## src/rtl/serial_adder.sv

```systemverilog
// serial_adder
//   Bit-serial adder: computes (a + b + cin) over WIDTH clock cycles, LSB
//   first, using one full-adder cell and a registered carry. Operands are
//   captured into shift registers on the accepting edge, so later changes on
//   a/b/cin do not disturb the running addition. The result is built in a
//   working shift register and copied to the sum/cout output registers on the
//   final RUN cycle, so sum/cout hold the previous result until the next done.
//
// Ports
//   clk    in   rising-edge clock
//   rst_n  in   asynchronous active-low reset
//   start  in   request an addition; accepted in IDLE or in the DONE cycle
//   a, b   in   WIDTH-bit operands, captured on the accepting edge
//   cin    in   carry-in, captured on the accepting edge
//   busy   out  high while the addition runs (registered)
//   done   out  one-cycle pulse when sum/cout are valid (registered)
//   sum    out  (a + b + cin) mod 2^WIDTH (registered)
//   cout   out  carry out of bit WIDTH-1 (registered)
module serial_adder #(
  parameter int WIDTH = 8
) (
  input  logic             clk,
  input  logic             rst_n,
  input  logic             start,
  input  logic [WIDTH-1:0] a,
  input  logic [WIDTH-1:0] b,
  input  logic             cin,
  output logic             busy,
  output logic             done,
  output logic [WIDTH-1:0] sum,
  output logic             cout
);

  localparam int CW = $clog2(WIDTH + 1);

  typedef enum logic [1:0] {
    S_IDLE = 2'd0,
    S_RUN  = 2'd1,
    S_DONE = 2'd2
  } state_t;

  state_t           state;
  state_t           next_state;
  logic             busy_next;
  logic             done_next;

  logic [WIDTH-1:0] a_sh;
  logic [WIDTH-1:0] b_sh;
  logic [WIDTH-1:0] acc;
  logic [WIDTH-1:0] acc_next;
  logic             carry;
  logic [CW-1:0]    cnt;

  logic             accept;
  logic             last;
  logic             bit_sum;
  logic             carry_next;

  // A start is only honoured when no addition is in flight.
  assign accept     = start && ((state == S_IDLE) || (state == S_DONE));
  assign last       = (cnt == CW'(1));

  // Single full-adder cell.
  assign bit_sum    = a_sh[0] ^ b_sh[0] ^ carry;
  assign carry_next = (a_sh[0] & b_sh[0]) | (b_sh[0] & carry) | (a_sh[0] & carry);

  // New sum bit enters at the MSB; after WIDTH shifts bit 0 sits at the LSB.
  if (WIDTH == 1) begin : g_acc_one
    assign acc_next = bit_sum;
  end else begin : g_acc_multi
    assign acc_next = {bit_sum, acc[WIDTH-1:1]};
  end

  // State register; busy/done are registered alongside it from the next state.
  always_ff @(posedge clk or negedge rst_n) begin
    if (!rst_n) begin
      state <= S_IDLE;
      busy  <= 1'b0;
      done  <= 1'b0;
    end else begin
      state <= next_state;
      busy  <= busy_next;
      done  <= done_next;
    end
  end

  // Next-state logic.
  always_comb begin
    next_state = S_IDLE;
    case (state)
      S_IDLE: begin
        if (accept) next_state = S_RUN;
        else        next_state = S_IDLE;
      end
      S_RUN: begin
        if (last) next_state = S_DONE;
        else      next_state = S_RUN;
      end
      S_DONE: begin
        if (accept) next_state = S_RUN;
        else        next_state = S_IDLE;
      end
      default: next_state = S_IDLE;
    endcase
  end

  // Output decode from the next state, so the flops show the state being entered.
  always_comb begin
    busy_next = 1'b0;
    done_next = 1'b0;
    case (next_state)
      S_RUN:   busy_next = 1'b1;
      S_DONE:  done_next = 1'b1;
      default: begin
        busy_next = 1'b0;
        done_next = 1'b0;
      end
    endcase
  end

  // Datapath: operand capture, serial shifting, and result hand-off on the last bit.
  always_ff @(posedge clk or negedge rst_n) begin
    if (!rst_n) begin
      a_sh  <= '0;
      b_sh  <= '0;
      acc   <= '0;
      carry <= 1'b0;
      cnt   <= '0;
      sum   <= '0;
      cout  <= 1'b0;
    end else if (accept) begin
      a_sh  <= a;
      b_sh  <= b;
      carry <= cin;
      acc   <= '0;
      cnt   <= CW'(WIDTH);
    end else if (state == S_RUN) begin
      a_sh  <= a_sh >> 1'b1;
      b_sh  <= b_sh >> 1'b1;
      carry <= carry_next;
      acc   <= acc_next;
      cnt   <= cnt - CW'(1);
      if (last) begin
        sum  <= acc_next;
        cout <= carry_next;
      end else begin
        sum  <= sum;
        cout <= cout;
      end
    end else begin
      a_sh  <= a_sh;
      b_sh  <= b_sh;
      carry <= carry;
      acc   <= acc;
      cnt   <= cnt;
    end
  end

endmodule
```

## config.mk

```make
export PLATFORM = sky130hd
export DESIGN_NAME = serial_adder
export DESIGN_NICKNAME = d
export VERILOG_FILES = /design/src/rtl/serial_adder.sv
export SDC_FILE = /design/constraint.sdc
export NUM_CORES = 1
export LEC_CHECK = 0
export CORE_MARGIN = 5
export CORE_UTILIZATION = 45
export CTS_CLUSTER_DIAMETER = 60
export CTS_CLUSTER_SIZE = 20
export DETAILED_ROUTE_END_ITERATION = 7
export GPL_TIMING_DRIVEN = 0
export PLACE_DENSITY = 0.7
export RECOVER_POWER = 50
export SLEW_MARGIN = 20
export SYNTH_ARGS = -nofsm -noshare
export SYNTH_HDL_FRONTEND = slang
export SYNTH_SLANG_ARGS = --single-unit
export TNS_END_PERCENT = 1
```

## constraint.sdc

```tcl
create_clock -name clk -period 2.45 [get_ports clk]
set_clock_uncertainty 0.15 [all_clocks]
set_input_delay 0.3675 -clock clk [delete_from_list [all_inputs] [get_ports clk]]
set_output_delay 0.3675 -clock clk [all_outputs]
set_load 0.02 [all_outputs]
```

==> impl_metrics.tcl, run 1 <==
set metrics [dict create \
    tns_ps 0 \
    busiest_layer "met2" \
    seqPwrFrac_pct 42.7 \
    die-area_sq_um 5150 \
    ios 31 \
    drv_cap 0 \
    row_count 22 \
    hold_viol 0 \
    ys_seq_elements 41 \
    internal-power_uw 1810 \
    numCtsBuffers 5 \
    syn_area_sq_um 1720 \
    syn_to_final_growth_pct 26.7 \
    ant_nets 0 \
    critical_path_required_ps 2470 \
    fin_ws_ps 558 \
    synth_ff_type "dfrtp_1" \
    gp_congestion 0.751 \
    async_reset_ff_share_pct 100 \
    drive_above_1_share_pct 14.7 \
    die_w_um 71.8 \
    diodes 0 \
    critPathArrivalTime_ps 1910 \
    critPathKind "reg -> reg" \
    vias_per_cell 5.20 \
    grt.met1_usage_pct 17.2 \
    cp-end-kind "flip-flop" \
    drt-total-wl_um 3090 \
    netlist.top_cell.by_area "dfrtp_1" \
    finalPower_uw 2740 \
    cts_buffer_depth 2 \
    slew_headroom_pct 33.3 \
    yosys_warnings 0 \
    htree_levels 2 \
    finish.utilization_pct 59.0 \
    clock_latency_ps 280 \
    syn_area_per_cell_sq_um 13.7 \
    numPortBuffers 30 \
    firstDrtPassIters 4 \
    syn_inst 125 \
    worstHoldPathType "reg -> reg" \
    p_clk_share_pct 14.2 \
    combPwrFrac_pct 43.1 \
    synth_top_area_share_pct 59.8 \
    cts_root_buf "clkbuf_8" \
    peakVddDrop_v 0.000577 \
    synth.most_common_cell "dfrtp_1" \
    finalSetupViolations 0 \
    n_fill_cell 327 \
    core_sq_um 3690 \
    num_vias 1097 \
    path_cells "inv_1 -> ha_1 -> nor3b_1 -> nand2_1 -> buf_6 -> mux2_4" \
    met2_usage_pct 23.3 \
    nNetsFinal 187 \
    rsz0062_at_grt "no" \
    grt_pass1_wl_um 5560 \
    pwr_density_cell_nw_per_um2 1260 \
    slew_viol_final 0 \
    cts_tree "done" \
    synthDistinctLibCells 28 \
    cp_max_fo 10 \
    yosys-top-cells-area "dfrtp_1 (60%), a22o_1 (10%), mux2_4 (7.0%)" \
    cp-start-kind "flip-flop" \
    fin_crit_ps 1890 \
    gr-usage-met3_pct 3.79 \
    cts.sinks 41 \
    antenna_found_initial 0 \
    grt_overflow 0 \
    yosysSeqAreaShare_pct 59.8 \
    grt_pass1_vias 1215 \
    grt_start_max_net_pins 26 \
    hpwl_um 2250 \
    fp.dieH_um 71.8 \
    synth_enable_flop_cells 0 \
    preCtsSetupSlack_ps 484 \
    grt_use_total_pct 13.7 \
    fmax_mhz 528 \
    ys_top_cells_by_count "dfrtp_1 (41), a22o_1 (20), a21o_1 (11)" \
    min_period_over_period_pct 77.2 \
    p_leak_uw 0.00108 \
    outcome "finished clean" \
    p_switching_uw 924 \
    drt_iter0_markers 56 \
    initial_utilization_pct 46.5 \
    postCtsResizedCells 0 \
    wl_per_cell_um 14.7 \
    hold_slack_ps 330 \
    path_clk_slew_ps 70 \
    synth_nets 148 \
    cpPeakStageDelay_ps 400 \
    slowest_stage "dfrtp_1" \
    swShare_pct 33.8 \
    tightest_slew_ps 1000 \
    drc 0 \
]
-- area by class of cell --
type | count | area, sq um | area share, %
flip-flops and latches | 41 | 1030 | 47.2
multi-input cells | 71 | 618 | 28.4
plain buffers | 9 | 51.3 | 2.36
clock inverters | 1 | 5.00 | 0.230
repair buffers | 32 | 332 | 15.2
inverters | 4 | 15.0 | 0.690
clock buffers | 5 | 68.8 | 3.16
well taps | 48 | 60.1 | 2.76
-- repair_timing --
action	4_1_cts	5_1_grt
hold endpoints to repair	16	0
buffers inserted	0	0
hold buffers	1	0
-- power by group through the flow --
stage / clock (uW) / sequential (uW) / combinational, uW
finish: 389 / 1170 / 1180
global route: 431 / 1220 / 1310
CTS: 406 / 1180 / 1200
detailed placement: 0 / 1190 / 1200
global placement: 0 / 1170 / 1160
floorplan: 0 / 1240 / 749
-- cells in the final DEF, fill, tap and decap left out, types with 2 or more instances in the layout --
cell             Yosys  routed
dfrtp_1             41      41
o21bai_1             2       2
buf_2                6       5
o21ai_1              3       3
mux2i_1              4       4
clkdlybuf4s50_1      0      28
mux2_4               8       8
a22o_1              20      20
nand2_1              5       5
inv_1                4       4
a21o_1              11      11
clkbuf_8             0       5
clkbuf_1             0       2
nor2_1               2       2
mux2_2               2       2
ha_1                 2       2
dlygate4sd3_1        0       2
-- state kept, by name (all words and copies together) (netlist names) --
name / count
a_sh: 8
b_sh: 8
sum: 8
acc: 7
cnt: 4
state: 2
busy: 1
carry: 1
cout: 1
done: 1
-- per-stage QoR --
| step | instance area [sq um] | instances |
|---|---|---|
| final | 2180 | 211 |
| after global routing | 2180 | 211 |
| after CTS | 2180 | 211 |
| after detailed placement | 2100 | 204 |
| after global placement | 2080 | 203 |
| after floorplan | 1720 | 125 |
-- worst paths after layout --
path / from / cells past startpoint / to / slack [ps]
min in group asynchronous: rst_n / 2 / acc[7]$_DFFE_PN0P_ / 610
max in group asynchronous: rst_n / 3 / busy$_DFF_PN0_ / 890
max: cnt[1]$_DFFE_PN0P_ / 6 / sum[5]$_DFFE_PN0P_ / 560
max reg2reg: cnt[1]$_DFFE_PN0P_ / 6 / sum[5]$_DFFE_PN0P_ / 560
min reg2reg: b_sh[5]$_DFFE_PN0P_ / 1 / b_sh[5]$_DFFE_PN0P_ / 330
min: b_sh[5]$_DFFE_PN0P_ / 1 / b_sh[5]$_DFFE_PN0P_ / 330
-- logic make-up (layout without fill, tap and decap cells) --
group / Yosys count / in the layout / synth area share, %
adders and majority gates: 3 / 3 / 2.62
muxes: 14 / 14 / 10.6
xor gates and xnor gates: 1 / 1 / 0.510
and+or+nand+nor: 13 / 13 / 4.16
DFF: 41 / 41 / 59.8
buffers and inverters: 13 / 51 / 3.94
AOI/OAI and AO/OA: 40 / 40 / 18.4
-- critical path, delay by kind of cell, from the launching register on --
family / cells / cell delay [ps]
muxes: 1 / 310
buffers and inverters: 2 / 260
DFF: 1 / 400
adders and majority gates: 1 / 150
and+or+nand+nor: 2 / 500
-- routing by layer --
metal | vias up | routed length (um)
li1 | 525 | -
met1 | 540 | 1400
met2 | 29 | 1490
met3 | 3 | 176
met4 | 0 | 27
met5 | - | 0
Power figures use the tool's default switching activity.
==> inputs of run 2 (changes only) <==
- clock period: 2.45 -> 1.75 ns (I/O delays scaled with it)
==> run 2 against run 1 <==
First-iteration DRC count increased by 11%. Clock power is 39% higher. Sequential share of layout area shrank 0.64 points. Wire length shrank 0.45%. Die area unchanged. Setup slack lost 490 ps. Count of clock-buffer cells in the layout is the same.
==> impl_metrics.tcl, run 2 (synthesis gave the netlist of run 1 again) <==
set metrics [dict create \
    numPortBuffers 30 \
    nNetsFinal 189 \
    cts.sinks 41 \
    p_switching_uw 1310 \
    slew_headroom_pct 31.5 \
    finalPower_uw 3880 \
    hpwl_um 2250 \
    grt_pass1_vias 1215 \
    grt_pass1_wl_um 5580 \
    crit_family "buffers and inverters" \
    instances_no_fill 213 \
    fp.dieH_um 71.8 \
    grt_start_max_net_pins 26 \
    combPwrFrac_pct 43.7 \
    grt_use_total_pct 13.8 \
    peakVddDrop_v 0.000809 \
    cpPeakStageDelay_ps 610 \
    gp_congestion 0.751 \
    antenna_found_initial 0 \
    fin_crit_ps 1680 \
    seqPwrFrac_pct 42.4 \
    n_fill_cell 326 \
    layout_commonest_cell "dfrtp_1" \
    cp_max_fo 2 \
    die-area_sq_um 5150 \
    fmax_mhz 596 \
    outcome "finished clean" \
    ios 31 \
    clock_latency_ps 280 \
    htree_levels 2 \
    core_sq_um 3690 \
    critPathKind "reg -> out" \
    p_leak_uw 0.00110 \
    critPathArrivalTime_ps 1270 \
    die_w_um 71.8 \
    hold_slack_ps 330 \
    diodes 0 \
    p_clk_share_pct 13.9 \
    finalSetupViolations 0 \
    cp-start-kind "flip-flop" \
    swShare_pct 33.7 \
    cts_buffer_depth 2 \
    pwr_density_cell_nw_per_um2 1760 \
    drive_above_1_share_pct 17.6 \
    wl_per_cell_um 14.5 \
    min_period_over_period_pct 95.9 \
    num_vias 1101 \
    critical_path_required_ps 1340 \
    ant_nets 0 \
    firstDrtPassIters 4 \
    worstHoldPathType "reg -> reg" \
    syn_to_final_growth_pct 28.5 \
    grt_overflow 0 \
    cts_tree "done" \
    crit_buf_inv 1 \
    layout_common_cells "dfrtp_1 (41), clkdlybuf4s50_1 (29), a22o_1 (20)" \
    tightest_slew_ps 1030 \
    path_clk_slew_ps 70 \
    path_cells "clkdlybuf4s50_1" \
    slowest_stage "clkdlybuf4s50_1" \
    drt-total-wl_um 3080 \
    largest_registers "a_sh (8), b_sh (8), sum (8)" \
    cp-end-kind "primary output" \
    row_count 22 \
    initial_utilization_pct 46.5 \
    drt_iter0_markers 62 \
    cts_root_buf "clkbuf_8" \
    internal-power_uw 2570 \
    vias_per_cell 5.17 \
    dp.cells 204 \
    numCtsBuffers 5 \
    drv_cap 0 \
    tns_ps 0 \
    drc 0 \
    finish.utilization_pct 59.8 \
    hold_viol 0 \
    slew_viol_final 0 \
]
## run 2: changes by cell type in the layout (fill, tap and decap cells not counted), sizes merged
| cell | change |
|---|---|
| buf | +3 |
| clkbuf | -1 |
| clkdlybuf4s50 | +1 |
| dlygate4sd3 | -1 |
## run 2: area by class of cell
type,instances,area [sq um],area share [%]
inverter,4,15.0,0.681
multi-input combinational,71,632,28.6
sequential,41,1030,46.5
clock buffer,5,68.8,3.12
buffer,9,52.6,2.38
timing repair buffer,34,347,15.7
tap,48,60.1,2.72
clock inverter,1,5.00,0.227
## run 2: path summary, 6_finish.rpt
path	slack, ps	startpoint	depth (start not counted)	to
hold / removal	330	b_sh[5]$_DFFE_PN0P_	1	b_sh[5]$_DFFE_PN0P_
max in group asynchronous	270	rst_n	3	busy$_DFF_PN0_
hold reg to reg	330	b_sh[5]$_DFFE_PN0P_	1	b_sh[5]$_DFFE_PN0P_
setup / recovery	70	sum[0]$_DFFE_PN0P_	1	sum[0]
setup reg to reg	90	cnt[1]$_DFFE_PN0P_	6	sum[5]$_DFFE_PN0P_
min in group asynchronous	520	rst_n	2	acc[7]$_DFFE_PN0P_
## run 2: through the flow
step | area, sq um | setup slack [ps]
2_1_floorplan | 1720 | 182
3_3_place_gp | 2080 | -680
3_5_place_dp | 2100 | -111
4_1_cts | 2190 | 4.28
5_1_grt | 2210 | -2.95
6_report | 2210 | 71.1
## run 2: routing by layer
metal / global-route usage [%] / part of all wire (%) / vias up
li1: - / - / 528
met1: 17.4 / 46 / 544
met2: 23.3 / 48 / 26
met3: 3.79 / 4.8 / 3
met4: 3.76 / 0.88 / 0
met5: 0 / 0 / -
## run 2: power by group through the flow
stage | combinational, uW | sequential, uW | clock [uW]
global route | 1890 | 1710 | 603
CTS | 1700 | 1650 | 568
detailed placement | 1680 | 1660 | 0
finish | 1690 | 1640 | 541
floorplan | 1050 | 1730 | 0
global placement | 1620 | 1630 | 0
## run 2: what timing repair did
action	4_1_cts	5_1_grt
resized for setup	1	1
hold buffers	1	0
setup buffers	0	2
pin swaps	0	0
hold endpoints to repair	16	0
endpoints found under the setup margin	4	8
==> inputs of run 3 (changes only) <==
- PLACE_DENSITY: 0.7 -> 0.79
==> run 3 against run 2 <==
Worst hold slack improved by 7.3 ps. Die area did not move. Cell count rose by 0.94%. Core utilization rose by 1.5 points. Total power rose by 8.7%. Critical path depth rose by 5. Largest cell class unchanged. Wire length rose by 0.68%. Global-route usage rose by 0.22 points.
==> impl_metrics.tcl, run 3 (synthesis gave the netlist of run 1 again) <==
set metrics [dict create \
    cts_tree "done" \
    row_count 22 \
    ff2ff_path_depth 6 \
    htree_levels 2 \
    r2r_start "cnt[1]$_DFFE_PN0P_" \
    critPathArrivalTime_ps 1720 \
    tightest_slew_ps 854 \
    hpwl_um 2230 \
    antenna_found_initial 0 \
    internal-power_uw 2870 \
    finish.utilization_pct 61.3 \
    cts_root_buf "clkbuf_8" \
    drt_iter0_markers 21 \
    p_leak_uw 0.00113 \
    nNetsFinal 189 \
    min_period_over_period_pct 96.4 \
    num_vias 1121 \
    wl_per_cell_um 14.4 \
    hold_end "b_sh[3]$_DFFE_PN0P_" \
    grt_start_max_net_pins 28 \
    holdPathStages 1 \
    r2r_end "sum[6]$_DFFE_PN0P_" \
    fin_crit_ps 1690 \
    grt_use_total_pct 14.0 \
    vias_per_cell 5.21 \
    firstDrtPassIters 4 \
    die-area_sq_um 5150 \
    cts.sinks 41 \
    cp-startpoint "cnt[1]$_DFFE_PN0P_" \
    cts_buffer_depth 2 \
    layout_common_cells "dfrtp_1 (41), clkdlybuf4s50_1 (29), a22o_1 (20)" \
    drv_cap 0 \
    drt-total-wl_um 3100 \
    die_w_um 71.8 \
    fmax_mhz 593 \
    largest_registers "a_sh (8), b_sh (8), sum (8)" \
    combPwrFrac_pct 40.0 \
    cp-start-kind "flip-flop" \
    drc 0 \
    path_clk_slew_ps 80 \
    clock_latency_ps 290 \
    numPortBuffers 30 \
    rsz0062_at_grt "yes" \
    pwr_density_cell_nw_per_um2 1870 \
    core_sq_um 3690 \
    gp_congestion 0.784 \
    p_switching_uw 1350 \
    worstHoldStart "b_sh[3]$_DFFE_PN0P_" \
    layout_commonest_cell "dfrtp_1" \
    hold_viol 0 \
    diodes 0 \
    critical_path_required_ps 1780 \
    peakVddDrop_v 0.000868 \
    slew_headroom_pct 43.1 \
    tns_ps 0 \
    syn_to_final_growth_pct 31.7 \
    initial_utilization_pct 46.5 \
    grt_overflow 0 \
    worst-r2r-setup-slack_ps 60 \
    grt_pass1_wl_um 5450 \
    finalSetupViolations 0 \
    grt_pass1_vias 1217 \
    drive_above_1_share_pct 18.6 \
    seqPwrFrac_pct 39.0 \
    ios 31 \
    fp.dieH_um 71.8 \
    ant_nets 0 \
    worstHoldPathType "reg -> reg" \
    critPathKind "reg -> reg" \
    numCtsBuffers 5 \
    cp_max_fo 10 \
    swShare_pct 32.0 \
    outcome "finished clean" \
    p_clk_share_pct 20.9 \
    slew_viol_final 0 \
    cp-end-kind "flip-flop" \
]
[run 3: worst max-delay path: stages, from the launching register on]
cell	delay (ps)
dfrtp_1	400
inv_2	70
ha_1	140
nor3b_4	250
nand2_2	110
buf_8	170
mux2_4	300
[run 3: worst max-delay path by stage]
stage                                     end  slack (ps)  cells after the start
after detailed placement  a_sh[3]$_DFFE_PN0P_         -80                      7
after global placement    a_sh[6]$_DFFE_PN0P_        -640                      1
after floorplan              cout$_DFFE_PN0P_         180                      6
after global routing       sum[2]$_DFFE_PN0P_         -20                      6
after CTS                  sum[6]$_DFFE_PN0P_           7                      6
final                      sum[6]$_DFFE_PN0P_          60                      6
[run 3: through the flow]
step | setup slack (ps) | cells | hold slack, ps | power (uW) | cell area [sq um]
finish | 63.0 | 215 | 338 | 4220 | 2260
global placement | -641 | 203 | 307 | 3240 | 2080
CTS | 7.31 | 213 | 257 | 4240 | 2240
floorplan | 182 | 125 | -183 | 2780 | 1720
global route | -23.3 | 215 | 362 | 4510 | 2260
detailed placement | -81.1 | 204 | 41.7 | 3320 | 2090
[run 3: power groups by stage]
stage | Clock (uW) | Sequential, uW | Combinational (uW)
6_report | 883 | 1650 | 1690
3_3_place_gp | 0 | 1630 | 1610
5_1_grt | 953 | 1710 | 1860
3_5_place_dp | 0 | 1660 | 1660
2_1_floorplan | 0 | 1730 | 1050
4_1_cts | 906 | 1650 | 1680
[run 3: cell type report]
class	instances	area, sq um
buffer	9	55.1
clock inverter	3	65.1
tap	48	60.1
multi-input combinational	71	632
inverter	4	15.0
clock buffer	5	68.8
sequential	41	1030
fill	322	1430
timing repair buffer	34	339
[run 3: per-layer routing]
| layer | global-route usage, % | vias up | part of all wire (%) |
|---|---|---|---|
| met2 | 24.2 | 30 | 51 |
| met4 | 7.52 | 0 | 1.2 |
| met3 | 3.37 | 5 | 5.1 |
| li1 | - | 529 | - |
| met5 | 0 | - | 0 |
| met1 | 15.9 | 557 | 43 |
[run 3: what timing repair did]
action / CTS / global route
buffers inserted: 0 / 2
pin swaps: 0 / 1
setup endpoints to repair: 8 / 8
hold buffers: 1 / 0
hold endpoints to repair: 14 / 0
resized for setup: 1 / 3
